## src/rtl/pipe_stage_reg.sv

```systemverilog
// -----------------------------------------------------------------------------
// pipe_stage_reg
//
// One register stage of a valid/ready pipeline, such as the EX/MEM boundary.
// It holds one payload in a main register that drives out_data straight from a
// flop. The stage can run one payload per cycle with a latency of exactly one
// cycle. flush squashes every payload the stage holds. A saturating counter
// records how many cycles the downstream stage has stalled.
//
// Build option:
//   PIPE_STAGE_SKID_EN  undefined (default): in_ready is computed
//                       combinationally from out_ready. There is no skid
//                       register.
//                       defined: a second (skid) register catches the one
//                       payload that can arrive while the stage is blocked.
//                       in_ready then comes from a flop, so no combinational
//                       path runs from out_ready to in_ready.
//
// Parameters:
//   WIDTH      payload width in bits (41 = full EX/MEM bundle)
//   RESET_VAL  payload value loaded into the main register on reset
//   CNT_W      stall counter width
//
// Ports:
//   clk        clock; all state changes on the rising edge
//   rst_n      asynchronous active-low reset
//   flush      squash all held payloads; has priority over every other event
//   in_valid   upstream offers in_data
//   in_ready   this stage accepts in_data this cycle
//   in_data    upstream payload
//   out_valid  out_data holds a valid payload
//   out_ready  downstream consumes out_data this cycle
//   out_data   registered payload to downstream
//   stall_cnt  saturating count of cycles with out_valid && !out_ready
//   stall_clr  synchronous clear of stall_cnt (wins over increment)
// -----------------------------------------------------------------------------
module pipe_stage_reg #(
  parameter int unsigned      WIDTH     = 41,
  parameter logic [WIDTH-1:0] RESET_VAL = '0,
  parameter int unsigned      CNT_W     = 16
) (
  input  logic             clk,
  input  logic             rst_n,
  input  logic             flush,
  input  logic             in_valid,
  output logic             in_ready,
  input  logic [WIDTH-1:0] in_data,
  output logic             out_valid,
  input  logic             out_ready,
  output logic [WIDTH-1:0] out_data,
  output logic [CNT_W-1:0] stall_cnt,
  input  logic             stall_clr
);

  // Main register. out_data comes directly from this flop.
  logic             valid_reg;
  logic [WIDTH-1:0] data_reg;
  logic [CNT_W-1:0] stall_cnt_reg;

  logic in_fire;
  logic out_fire;

  assign out_fire = valid_reg && out_ready;
  assign in_fire  = in_valid && in_ready;

  assign out_valid = valid_reg;
  assign out_data  = data_reg;
  assign stall_cnt = stall_cnt_reg;

`ifdef PIPE_STAGE_SKID_EN

  // Skid register. It can only be valid while the main register is valid.
  logic             skid_valid_reg;
  logic [WIDTH-1:0] skid_data_reg;
  // Registered copy of !skid_valid_reg. This keeps out_ready off the
  // in_ready timing path.
  logic             ready_reg;

  // flush empties both registers at the coming edge, so anything offered in
  // that cycle may be "accepted" and then dropped. This stops upstream from
  // stalling on a payload that is being squashed anyway.
  assign in_ready = ready_reg || flush;

  always_ff @(posedge clk or negedge rst_n) begin
    if (!rst_n) begin
      valid_reg      <= 1'b0;
      data_reg       <= RESET_VAL;
      skid_valid_reg <= 1'b0;
      skid_data_reg  <= RESET_VAL;
      ready_reg      <= 1'b1;
    end else if (flush) begin
      // Clear only the valid bits. out_data keeps its last value.
      valid_reg      <= 1'b0;
      skid_valid_reg <= 1'b0;
      ready_reg      <= 1'b1;
    end else if (skid_valid_reg) begin
      // in_ready is low here, so nothing new can arrive. Move the skid
      // payload forward when the main payload leaves.
      if (out_fire) begin
        data_reg       <= skid_data_reg;
        skid_valid_reg <= 1'b0;
        ready_reg      <= 1'b1;
      end
    end else if (in_fire) begin
      if (!valid_reg || out_fire) begin
        // Main register is empty or draining: load it directly.
        data_reg  <= in_data;
        valid_reg <= 1'b1;
      end else begin
        // Main register is blocked: park the payload and close the input.
        skid_data_reg  <= in_data;
        skid_valid_reg <= 1'b1;
        ready_reg      <= 1'b0;
      end
    end else if (out_fire) begin
      valid_reg <= 1'b0;
    end
  end

`else

  // The main register can take a payload whenever it is empty or draining.
  // flush empties it regardless.
  assign in_ready = flush || out_ready || !valid_reg;

  always_ff @(posedge clk or negedge rst_n) begin
    if (!rst_n) begin
      valid_reg <= 1'b0;
      data_reg  <= RESET_VAL;
    end else if (flush) begin
      valid_reg <= 1'b0;
    end else if (in_fire) begin
      // in_ready guarantees the old payload is leaving or absent.
      data_reg  <= in_data;
      valid_reg <= 1'b1;
    end else if (out_fire) begin
      valid_reg <= 1'b0;
    end
  end

`endif

  // Stall counter: counts cycles where a valid payload waits on downstream.
  // It saturates at all-ones and never wraps.
  always_ff @(posedge clk or negedge rst_n) begin
    if (!rst_n) begin
      stall_cnt_reg <= '0;
    end else if (stall_clr) begin
      stall_cnt_reg <= '0;
    end else if (valid_reg && !out_ready && !flush &&
                 (stall_cnt_reg != {CNT_W{1'b1}})) begin
      stall_cnt_reg <= stall_cnt_reg + 1'b1;
    end
  end

endmodule

```

## config.mk

```make
export PLATFORM = sky130hd
export DESIGN_NAME = pipe_stage_reg
export DESIGN_NICKNAME = d
export VERILOG_FILES = /design/src/rtl/pipe_stage_reg.sv
export SDC_FILE = /design/constraint.sdc
export NUM_CORES = 1
export LEC_CHECK = 0
export ABC_CLOCK_PERIOD_IN_PS = 1600
export BUFFER_PORTS_ARGS = -buffer_cell sky130_fd_sc_hd__buf_2
export CAP_MARGIN = 20
export CORE_UTILIZATION = 43
export CTS_BUF_LIST = sky130_fd_sc_hd__clkbuf_16
export DETAILED_ROUTE_END_ITERATION = 12
export PLACE_DENSITY = 0.85
export SLEW_MARGIN = 20
export SYNTH_ARGS = -nofsm -noshare
export SYNTH_HDL_FRONTEND = slang
export SYNTH_SLANG_ARGS = --single-unit
```

## constraint.sdc

```tcl
create_clock -name clk -period 1.6 [get_ports clk]
set_input_delay 0.32 -clock clk [delete_from_list [all_inputs] [get_ports clk]]
set_output_delay 0.32 -clock clk [all_outputs]
set_load 0.05 [all_outputs]
```

==> results.toml <==
[run_status]
status = "finished with violations"
violations = "negative setup slack"

[run]
max_cap_viol_count = 0

[synth]
synth-simple-area-share_pct = 12.1
synth_seq_area_share_pct = 57.9
synthAdderAreaFrac_pct = 0.499
yosys_warnings = 0
synth-main-ff-cell = "dfrtp_1"
synth_top_family_by_area = "multiplexers"
synthCells = 190
async_flop_share_pct = 100
synthMuxAreaShare_pct = 21.5
synth_area_per_cell_um2 = 13.2
ys_ff_latch = 58
synth-edff-count = 0
synth_compound_area_share_pct = 6.04
synthXorXnorAreaFrac_pct = 0
syn_area_um2 = 2510
synth_cell_types = 33
synth_nets = 238

[final_layout]
drive_gt1_share_pct = 67.1
largest_reg_flops = 41
mostFrequentLayoutCells = "buf_2 (104), dfrtp_1 (43), mux2_4 (26), buf_4 (19)"
fillers = 410
nets = 377
final_common_cell = "buf_2"
area_growth_pct = 55.5
n_antenna_cell = 0

[cts]
cts-htree-levels = 3
cts_sinks = 58
clk_pin_slew_ns = 0.05
cts_root_buf = "clkbuf_16"
cts_made_buffers = 9
tritoncts = "yes"
clk-insertion-delay-late_ns = 0.32
clockBufferDepth = 2

[timing]
period_needed_ns = 1.69
max_freq_mhz = 592
rsz0062_at_grt = "yes"
relSlewSlack_pct = 71.2
slew_viol_final = 0
hold_violations = 0
worst_slew_pin_slew_ns = 0.432
finalSetupTns_ns = -1.67
setup-violations-final = 42
fin_skew_ns = 0.00431
layout_setup_ws_ns = -0.0905
fin_crit_sh_pct = 106

[setup_path]
r2r_cells = 7
r2r-end = "out_data[5]$_DFFE_PN0P_"
critical_path_peak_fanout = 6
crit_required_ns = 1.80
critPathLaunchType = "flop"
worst_ep_arrival_time_ns = 1.89
critPathKind = "flop to flop"
crit_path_end_kind = "flop"
r2r_start = "out_valid$_DFFE_PN0P_"
ff2ff_setup_slack_ns = -0.09

[die]
die_w_um = 78.4
row_count = 27
start_util_pct = 45.0
core_area_um2 = 5570
die_area_um2 = 6140
die_h_um = 78.4
pin_count = 106

[place]
port_buffers = 105
place.gp.congestion = 0.813
dp_slack_ns = -0.0323
dp_hpwl_mm = 4.61

[grt]
first_global_vias = 2245
grt_use_total_pct = 22.6
grt-ovfl-total = 0
grt_first_pass_wirelength_mm = 10.4
grt_max_degree = 59
antenna_found_initial = 0

[detailed_routing]
totalWireLength_mm = 7.35
vias = 2161
wl_met3_um = 453
dr_wl_met2_mm = 3.93
ant_nets = 0
first_iter_violations = 144
wl_per_cell_um = 18.1
viasPerCell = 5.32
dr.pass1.iters = 4
met1_length_mm = 2.86
highest-signal-layer = "met4"
drc = 0

[power_and_ir_drop]
leakagePower_nw = 1.90
peakVddDrop_v = 0.000886
p_per_area_nw_per_um2 = 1220

[hold_path]
hold_path.class = "primary input to async pin"
## through the flow
stage               hold slack (ns)  cells  util [%]  cell area [µm²]  power [mW]
global placement              0.345    384      60.3             3360        2.89
CTS                          0.0169    402      65.9             3670        4.67
finish                       0.0143    406      70.0             3900        4.77
detailed placement            0.366    384      60.3             3360        2.93
floorplan                    0.0244    190         -             2570        2.58
global route                 0.0311    406      70.0             3900        4.92
## power by group
group,internal [mW],switching [mW]
Combinational,0.423,0.879
Clock,1.04,0.688
Sequential,1.64,0.0985
## final cells by class
cell class,instances,area (µm²),area share (%)
tap,72,90.1,2.31
sequential,58,1470,37.7
clock inverter,7,45.0,1.15
clock buffer,9,225,5.77
multi-input combinational,121,1160,29.9
timing repair buffer,136,888,22.8
inverter,3,16.3,0.417
## worst max-delay path by stage
stage,to,start,slack (ns)
floorplan,stall_cnt[14]$_DFFE_PN0P_,stall_cnt[1]$_DFFE_PN0P_,-0.29
global placement,stall_cnt[14]$_DFFE_PN0P_,stall_cnt[1]$_DFFE_PN0P_,0.02
detailed placement,stall_cnt[10]$_DFFE_PN0P_,stall_cnt[1]$_DFFE_PN0P_,-0.03
CTS,in_ready,out_valid$_DFFE_PN0P_,-0.08
global route,out_data[5]$_DFFE_PN0P_,out_valid$_DFFE_PN0P_,-0.10
finish,out_data[5]$_DFFE_PN0P_,out_valid$_DFFE_PN0P_,-0.09
## synthesized netlist by cell type (2+ instances only)
master / instances / share of area (%)
mux2i_1: 2 / 0.80
o31ai_1: 3 / 0.90
nand2b_1: 4 / 1.0
nand4_1: 3 / 0.75
or3_1: 6 / 1.5
mux2_2: 41 / 18
mux2_1: 5 / 2.2
inv_1: 3 / 0.45
nor2b_1: 5 / 1.2
dfrtp_1: 58 / 58
nand2_1: 5 / 0.75
a21oi_1: 11 / 2.2
nand3_1: 6 / 1.2
clkbuf_1: 2 / 0.30
nor2_1: 8 / 1.2
o21ai_0: 5 / 1.0
buf_2: 4 / 0.80
nor3_1: 2 / 0.40
and4_1: 3 / 1.0
## cell families (layout without fill, tap and decap cells)
family,count (synthesis),count (layout)
flops,58,58
mux,48,48
simple gates,47,47
compound gates,25,25
buf+inv,11,155
fa+ha+maj,1,1
## critical path, cell delays in order, from the launching register on
cell and delay (ns):
dfrtp_2 0.40, nor3b_4 0.16, buf_12 0.12, buf_8 0.13, nor2_4 0.10, buf_12 0.15
clkbuf_16 0.16, mux2_2 0.34
## metal layers
metal  vias to the layer above  global-route usage [%]
met2                        93                    38.8
met1                      1082                    25.7
met4                         0                    11.1
li1                        976                       -
met3                        10                    6.51
met5                         -                       0
## timing repair
| item | CTS | global route |
|---|---|---|
| setup buffers | 2 | 1 |
| setup endpoints to repair | 6 | 52 |
| hold buffers | 0 | 0 |
| gates resized for setup | 9 | 40 |
| pin swaps | 0 | 4 |
| gates cloned | 0 | 3 |
No activity file was read; power rests on OpenSTA's default activity.
